==> src/rtl/div_pkg.sv <==
// Shared definitions for the sequential restoring divider.
//   - FSM state encoding (IDLE / RUN / DONE)
//   - default operand width and the matching iteration-counter width
//   - helper that sizes the iteration counter for any legal WIDTH (2..16)
package div_pkg;

  localparam logic [1:0] S_IDLE = 2'd0;
  localparam logic [1:0] S_RUN  = 2'd1;
  localparam logic [1:0] S_DONE = 2'd2;

  localparam int DEF_WIDTH = 4;
  localparam int CNT_W     = $clog2(DEF_WIDTH);

  typedef enum logic [1:0] {
    ST_IDLE = S_IDLE,
    ST_RUN  = S_RUN,
    ST_DONE = S_DONE
  } state_t;

  // Counter must reach WIDTH-1; never narrower than one bit.
  function automatic int cnt_width(input int width);
    return (width > 1) ? $clog2(width) : 1;
  endfunction

endpackage

==> src/rtl/div_step.sv <==
// One restoring-division iteration (purely combinational).
// Ports:
//   rem      in  WIDTH+1  partial remainder before the step (always < divisor)
//   quo_msb  in  1        next dividend bit shifted into the remainder
//   divisor  in  WIDTH    captured divisor
//   next_rem out WIDTH+1  partial remainder after the step
//   q_bit    out 1        resolved quotient bit
module div_step
  import div_pkg::*;
#(
  parameter int WIDTH = DEF_WIDTH
) (
  input  logic [WIDTH:0]   rem,
  input  logic             quo_msb,
  input  logic [WIDTH-1:0] divisor,
  output logic [WIDTH:0]   next_rem,
  output logic             q_bit
);

  // One extra bit above the shifted remainder so the compare never wraps.
  logic [WIDTH+1:0] w_shift;
  logic [WIDTH+1:0] w_diff;

  always_comb begin
    w_shift  = {rem, quo_msb};
    q_bit    = (w_shift >= {2'b00, divisor});
    w_diff   = w_shift - {2'b00, divisor};
    // Result is always < divisor, so truncation to WIDTH+1 bits is lossless.
    next_rem = (WIDTH+1)'(q_bit ? w_diff : w_shift);
  end

endmodule

==> src/rtl/binary_div_seq.sv <==
// Sequential unsigned restoring divider: Q = A / B, R = A % B, one quotient
// bit per clock, with a start/done handshake.
// Optional simulation self-check enabled by defining DIV_SELFCHECK_EN.
// Ports:
//   clk          in   1      rising-edge clock
//   rst          in   1      synchronous active-high reset
//   start        in   1      request, honoured only in IDLE or DONE
//   A, B         in   WIDTH  dividend / divisor, captured on the accepting edge
//   Q, R         out  WIDTH  quotient / remainder, held until the next result
//   busy         out  1      division in progress
//   done         out  1      one-cycle result-valid pulse
//   div_by_zero  out  1      result came from B == 0 (held like Q)
//
// state | meaning
// IDLE  | waiting for start, results held
// RUN   | resolving one quotient bit per clock
// DONE  | results valid for this cycle; start here is accepted back-to-back
module binary_div_seq
  import div_pkg::*;
#(
  parameter int WIDTH = DEF_WIDTH
) (
  input  logic             clk,
  input  logic             rst,
  input  logic             start,
  input  logic [WIDTH-1:0] A,
  input  logic [WIDTH-1:0] B,
  output logic [WIDTH-1:0] Q,
  output logic [WIDTH-1:0] R,
  output logic             busy,
  output logic             done,
  output logic             div_by_zero
);

  localparam int CW = cnt_width(WIDTH);

  state_t           r_state;
  state_t           w_state_nxt;
  logic             w_accept;
  logic             w_last;

  logic [CW-1:0]    r_cnt;
  logic [WIDTH-1:0] r_quo;
  logic [WIDTH:0]   r_rem;
  logic [WIDTH-1:0] r_div;
  logic [WIDTH-1:0] r_q;
  logic [WIDTH-1:0] r_r;
  logic             r_dbz;

  logic [WIDTH:0]   w_next_rem;
  logic             w_q_bit;

  div_step #(.WIDTH(WIDTH)) u_step (
    .rem      (r_rem),
    .quo_msb  (r_quo[WIDTH-1]),
    .divisor  (r_div),
    .next_rem (w_next_rem),
    .q_bit    (w_q_bit)
  );

  assign w_last = (r_cnt == CW'(WIDTH - 1));

  always_ff @(posedge clk) begin
    if (rst) r_state <= ST_IDLE;
    else     r_state <= w_state_nxt;
  end

  always_comb begin
    w_state_nxt = r_state;
    w_accept    = 1'b0;
    busy        = 1'b0;
    done        = 1'b0;
    case (r_state)
      ST_IDLE, ST_DONE: begin
        done = (r_state == ST_DONE);
        if (start) begin
          w_accept    = 1'b1;
          // Zero divisor skips the iterations and reports immediately.
          w_state_nxt = (B == '0) ? ST_DONE : ST_RUN;
        end else begin
          w_state_nxt = ST_IDLE;
        end
      end
      ST_RUN: begin
        busy = 1'b1;
        if (w_last) w_state_nxt = ST_DONE;
      end
      default: w_state_nxt = ST_IDLE;
    endcase
  end

  always_ff @(posedge clk) begin
    if (rst) begin
      r_cnt <= '0;
      r_quo <= '0;
      r_rem <= '0;
      r_div <= '0;
      r_q   <= '0;
      r_r   <= '0;
      r_dbz <= 1'b0;
    end else if (w_accept) begin
      r_cnt <= '0;
      r_quo <= A;
      r_rem <= '0;
      r_div <= B;
      if (B == '0) begin
        r_q   <= '1;
        r_r   <= A;
        r_dbz <= 1'b1;
      end
    end else if (r_state == ST_RUN) begin
      r_cnt <= r_cnt + CW'(1);
      r_rem <= w_next_rem;
      r_quo <= {r_quo[WIDTH-2:0], w_q_bit};
      // Results are published only on the edge that enters DONE.
      if (w_last) begin
        r_q   <= {r_quo[WIDTH-2:0], w_q_bit};
        r_r   <= WIDTH'(w_next_rem);
        r_dbz <= 1'b0;
      end
    end
  end

  assign Q           = r_q;
  assign R           = r_r;
  assign div_by_zero = r_dbz;

`ifdef DIV_SELFCHECK_EN
  logic [WIDTH-1:0] r_a_chk;

  always_ff @(posedge clk) begin
    if (rst) r_a_chk <= '0;
    else if (w_accept) r_a_chk <= A;
  end

  always_ff @(posedge clk) begin
    if (!rst && r_state == ST_DONE && !r_dbz) begin
      if (((2*WIDTH)'(r_q) * (2*WIDTH)'(r_div) + (2*WIDTH)'(r_r)) != (2*WIDTH)'(r_a_chk)
          || r_r >= r_div)
        $error("binary_div_seq: A=%0d B=%0d gave Q=%0d R=%0d", r_a_chk, r_div, r_q, r_r);
    end
  end
`endif

endmodule
==> config.mk <==
export PLATFORM = sky130hd
export DESIGN_NAME = binary_div_seq
export DESIGN_NICKNAME = d
export VERILOG_FILES = /design/src/rtl/div_pkg.sv /design/src/rtl/div_step.sv /design/src/rtl/binary_div_seq.sv
export SDC_FILE = /design/constraint.sdc
export NUM_CORES = 1
export LEC_CHECK = 0
export CAP_MARGIN = 20
export CORE_AREA = 4 4 56 58
export DETAILED_ROUTE_END_ITERATION = 10
export DIE_AREA = 0 0 60 62
export GPL_ROUTABILITY_DRIVEN = 0
export PLACE_DENSITY_LB_ADDON = 0.3
export SLEW_MARGIN = 15
export SYNTH_ARGS = -nofsm -noshare
export SYNTH_HDL_FRONTEND = slang
export SYNTH_HIERARCHICAL = 1
export SYNTH_SLANG_ARGS = --single-unit
==> constraint.sdc <==
create_clock -name clk -period 2.8 [get_ports clk]
set_input_delay 0.28 -clock clk [delete_from_list [all_inputs] [get_ports clk]]
set_output_delay 0.28 -clock clk [all_outputs]
set_load 0.01 [all_outputs]
Yosys cells after proc, flatten, opt, wreduce, memory -nomap -nowiden
Index checks and enable logic that the tools add are counted.
{"block": "word_totals", "regBits": 26, "input_bits": 11, "output_inout_bits": 11, "elab_cells": 46}
{"block": "op_classes", "add_sub_neg": 2, "magnitude_cmp": 1, "n_eq_ne": 5, "mux": 23, "n_reduce_logical": 7}
{"operator": "two-way mux 4 bit", "count": 10}
{"operator": "two-way mux 1 bit", "count": 8}
{"operator": ">= comparator 6 x 4 -> 1 bit", "count": 1}
{"operator": "two-way mux 2 bit", "count": 3}
{"operator": "two-way mux 5 bit", "count": 1}
{"operator": "subtractor 5 x 4 -> 5 bit", "count": 1}
{"operator": "== test 2 bit (second input constant)", "count": 2}
{"operator": "zero test 4 bit", "count": 1}
{"operator": "one-hot mux 2 bit (2 select lines)", "count": 1}
{"operator": "nonzero test 2 bit", "count": 2}
{"operator": "OR reduction 2 bit", "count": 2}
{"operator": "AND reduction 3 bit", "count": 1}
{"operator": "adder 2 x 1 -> 2 bit (second input constant)", "count": 1}
{"operator": "== test 2 x 1 -> 1 bit (second input constant)", "count": 1}
{"operator": "zero test 2 bit", "count": 1}
{"operator": "!= test 2 x 1 -> 1 bit (second input constant)", "count": 1}
{"operator": "!= test 2 bit (second input constant)", "count": 1}

Depth between registers and ports, before layout
{"block": "logic_depth", "depth_word": 5, "mapped_depth": 10, "ltp_nobuf": 10}

Modules after synthesis
The synthesis kept the hierarchy.
{"mod": "binary_div_seq", "n_inst": 1, "cells_per_inst": 119, "area_each_um2": 1078.5, "seq_area_each_um2": 520.5}
{"mod": "div_step", "n_inst": 1, "cells_per_inst": 29, "area_each_um2": 234.0, "seq_area_each_um2": 0.0}

Worst setup path after synthesis
Ideal clock, no wire load.
{"block": "synth_path", "kind": "reg-to-reg", "start": "register r_quo[3]", "end": "register r_r[1], in the netlist R[1]", "setup_ps": 128, "arrival_ps": 2209, "required_time_ps": 2672, "slack_ps": 463, "path_stages_with_launch": 10, "n_path_buf": 0, "period_less_slack_ps": 2337, "cell_sequence": "dfxtp_1 inv_1 ha_1 inv_1 fa_1 a21o_2 a2111oi_4 mux2_4 mux2i_1 a211oi_2"}
{"block": "synth_via", "elab_chain_len": 5, "elab_cells_between_ends": 6, "cone_classes": "1 x add/sub; 1 x order compare; 4 x mux"}
{"item": "start, declared", "line": "binary_div_seq.sv:43", "source": "logic [WIDTH-1:0] r_quo;"}
{"item": "start signal, assigned", "line": "binary_div_seq.sv:114", "source": "r_quo <= {r_quo[WIDTH-2:0], w_q_bit};"}
{"item": "subtractor 5 x 4 -> 5 bit / >= comparator 6 x 4 -> 1 bit (equally long branches)", "line": "div_step.sv:27, div_step.sv:26"}
{"item": "two-way mux 5 bit *", "line": "div_step.sv:29", "source": "next_rem = (WIDTH+1)'(q_bit ? w_diff : w_shift);"}
{"item": "named net w_next_rem[1]", "line": "binary_div_seq.sv:50", "source": "logic [WIDTH:0] w_next_rem;"}
{"item": "two-way mux 4 bit *", "line": "binary_div_seq.sv:116", "source": "if (w_last) begin"}
{"item": "two-way mux 4 bit *", "line": "binary_div_seq.sv:111", "source": "end else if (r_state == ST_RUN) begin"}
{"item": "two-way mux 4 bit *", "line": "binary_div_seq.sv:101", "source": "end else if (w_accept) begin"}
{"item": "end signal, assigned", "line": "binary_div_seq.sv:118", "source": "r_r <= WIDTH'(w_next_rem);"}
{"item": "end, declared", "line": "binary_div_seq.sv:47", "source": "logic [WIDTH-1:0] r_r;"}
Mark *: on every way through the listed nets, which the timed path passes. The rest lies on a longest branch. The select of a mux whose other input is x is not followed.
A chain may end at the register's enable or synchronous reset.

Worst setup path in the final report
{"block": "layout_path", "start": "register r_quo[3]", "end": "register r_r[2], in the netlist R[2]"}
Same word-level chain as after synthesis.

==> out/qor.txt <==
Power Dens Cells - 492 nW/um^2
Most Crowded Layer GR - met2
Total vias in the final route - 1131
Clock root cell - clkbuf_4
# setup viols final - 0
Unrepaired setup endpoints after global routing - false
CP delay by family, top - compound AO/OA/AOI/OAI gates
Slew at the pin closest to its max-slew limit - 0.545 ns
CP max-delay cell - a2111oi_4
Crit-path cells - inv_1 -> ha_1 -> inv_1 -> fa_1 -> a21o_2 -> a2111oi_4 -> nand2_1 -> o21ai_0 -> mux2i_1 -> a211oi_2
Final ANT Viol Nets - 0
Max FO, Critical Path - 8
Via density - 5.71
Nets@finish - 185
Post-layout min period - 2.54 ns
Fraction of layout cells with a size suffix above 1 - 10.8%
Worst-path clk slew - 0.15 ns
Clk_lat worst skew - 0.33 ns
All-Layer GR Usage - 18.2%
Number of fill cells in the layout - 258
Static Leak - 0.569 nW
Final Routed Wirelength - 2.96 mm
Post-route DRC violation count - 0
Mapped cell area - 1310 um^2
Initial Util - 49.3%
CTS tree - built
Largest net degree at the start of global routing - 21
Port Buffers - 21
Maximum VDD drop - 0.356 mV
Period utilization - 90.5%
Hold Buf Count CTS - 0
Drt first-iter violations - 20
Die area - 3720 um^2
Global-route wire length before repair - 5.09 mm
Sum Neg Setup Slack - 0 ns
Hold Vio Cnt, Final - 0
Ys Warns - 6
CP Data Required Time - 3.07 ns
FMAX - 394 MHz
Dpl ws - 0.312 ns
Clock Tree Buf Depth - 2
Per-cell routed wire length - 14.9 um
Post-synth cell types - 31
DRT Pass-1 Iters - 4
Max Transition Viols Final - 0
Max-Cap Viols - 0
CTS Buf Count - 3
Post-CTS sizing - 0
Hold WS - 0.475 ns
Footprint of the multi-input gates - 726 um^2
HP Class - flip-flop to flip-flop
Sequential fraction of the synthesis area - 39.7%
DP Wirelength - 2.20 mm
GR Layer Usage met2 - 31.2%
Grt ovf - 0
CTS sink count - 26
Worst Path Buf+Inv - 2
Post-CTS Setup Bufs - 0
Relative slew slack - 63.4%
Met3 Use GR - 2.27%
Most used cell, CP - inv_1
Placement Rows - 19
Area delta synth->final - 20.1%
H-tree depth - 1
IO Pins - 22
Antenna violations before repair - 0
Worst path arrival time - 2.80 ns
Die Ht - 62 um
CP Launch Type - flip-flop
FF+latch count, synth - 26
Die Wd - 60 um
Worst path max stage delay - 0.55 ns
Core ar. - 2660 um^2
Reg area - 520 um^2
Avg Cell Area, Syn - 8.87 um^2
Worst Skew - 0.0136 ns
Crit end category - flip-flop
Met1 Use GR - 23.0%
Synthesized net count - 165
Worst setup margin - 0.265 ns
Post-synthesis cell count - 148
WS Path Type - flip-flop to flip-flop
Vias in the first global route - 1143
Antenna cells - 0
Status - finished, final reports clean
-- path summary, 6_finish.rpt --
check	slack, ns	end	start	depth (start not counted)
setup / recovery	0.26	R[2]	r_quo[3]	10
hold / removal	0.48	r_div[1]	r_div[1]	2
setup reg to reg	0.26	R[2]	r_quo[3]	10
hold reg to reg	0.48	r_div[1]	r_div[1]	2
-- state kept, by name, indices dropped and copies added (netlist names) --
name,cells
r_rem,5
Q,4
R,4
r_div,4
r_quo,4
r_cnt,2
r_state,2
div_by_zero,1
-- power by group --
group          total (mW)  internal, mW  leakage (nW)  switching (mW)
clock network       0.194        0.0797        0.0210           0.115
registers           0.401         0.387         0.212          0.0136
logic               0.181        0.0815         0.336          0.0996
-- worst reg2reg max path: stages (launching register included) --
cell	delay [ns]
dfxtp_1	0.36
inv_1	0.06
ha_1	0.14
inv_1	0.06
fa_1	0.40
a21o_2	0.26
a2111oi_4	0.55
nand2_1	0.11
o21ai_0	0.14
mux2i_1	0.15
a211oi_2	0.25
-- cells in the mapped netlist --
library cell / n / share of area [%]
inv_1: 8 / 2.3
nand2b_1: 3 / 1.4
ha_1: 5 / 4.8
nand3b_1: 1 / 0.57
nand3_1: 6 / 2.3
buf_2: 5 / 1.9
a211oi_2: 5 / 4.8
fa_1: 1 / 1.5
nand2_2: 1 / 0.48
a211oi_1: 4 / 2.3
nor3_1: 2 / 0.76
a41o_1: 1 / 0.76
xor2_1: 1 / 0.67
nor4_4: 1 / 1.6
o22a_2: 1 / 0.76
o21ai_0: 3 / 1.1
nor2b_1: 2 / 0.95
xnor2_1: 2 / 1.3
and3b_1: 1 / 0.67
a31oi_1: 4 / 1.9
nor2_1: 3 / 0.86
a2111oi_4: 1 / 2.1
a22oi_1: 4 / 2.3
mux2i_1: 5 / 3.8
nand2_1: 28 / 8.0
a21o_2: 2 / 1.3
a21oi_1: 17 / 6.5
mux2_4: 1 / 1.1
dfxtp_1: 26 / 40
a21o_1: 1 / 0.57
clkbuf_1: 3 / 0.86
-- through the flow --
step	instance area (um^2)	power [mW]	utilization, %	instances
finish	1580	0.776	59.2	198
global route	1580	0.815	59.2	198
CTS	1580	0.780	59.2	198
detailed placement	1540	0.588	57.8	194
global placement	1540	0.583	57.8	194
floorplan	1310	0.534	-	148
-- metal layers --
layer | part of all wire, % | up-vias | wire length (um)
met5 | 0 | - | 0
met4 | 1.7 | 0 | 49
met3 | 3.9 | 5 | 115
met2 | 49 | 22 | 1450
met1 | 45 | 539 | 1340
li1 | - | 565 | -
-- cell usage in the layout (no fill, tap or decap), types with 5 or more instances in the layout --
master,Yosys,final
mux2i_1,5,5
ha_1,5,5
nand3_1,6,6
dfxtp_1,26,26
inv_1,8,8
a211oi_2,5,5
a21oi_1,17,17
nand2_1,28,28
clkdlybuf4s50_1,0,21
-- kinds of logic (layout without fill, tap and decap cells) --
family                     Yosys count  in the layout  synth area share, %
DFF                                 26             26                 39.7
buffers and inverters               16             35                 5.05
xor gates and xnor gates             3              3                 2.00
muxes                                6              6                 4.96
adders and majority gates            6              6                 6.29
and+or+nand+nor                     48             48                 17.6
AOI/OAI and AO/OA                   43             43                 24.4
-- final cells by class --
| type | instances | share of cell area [%] |
|---|---|---|
| clock buffer | 4 | 2.30 |
| inverter | 8 | 1.90 |
| multi-input combinational | 106 | 46.0 |
| sequential | 26 | 33.0 |
| tap | 31 | 2.46 |
| timing repair buffer | 23 | 14.3 |
No activity file was read; power rests on OpenSTA's default activity.
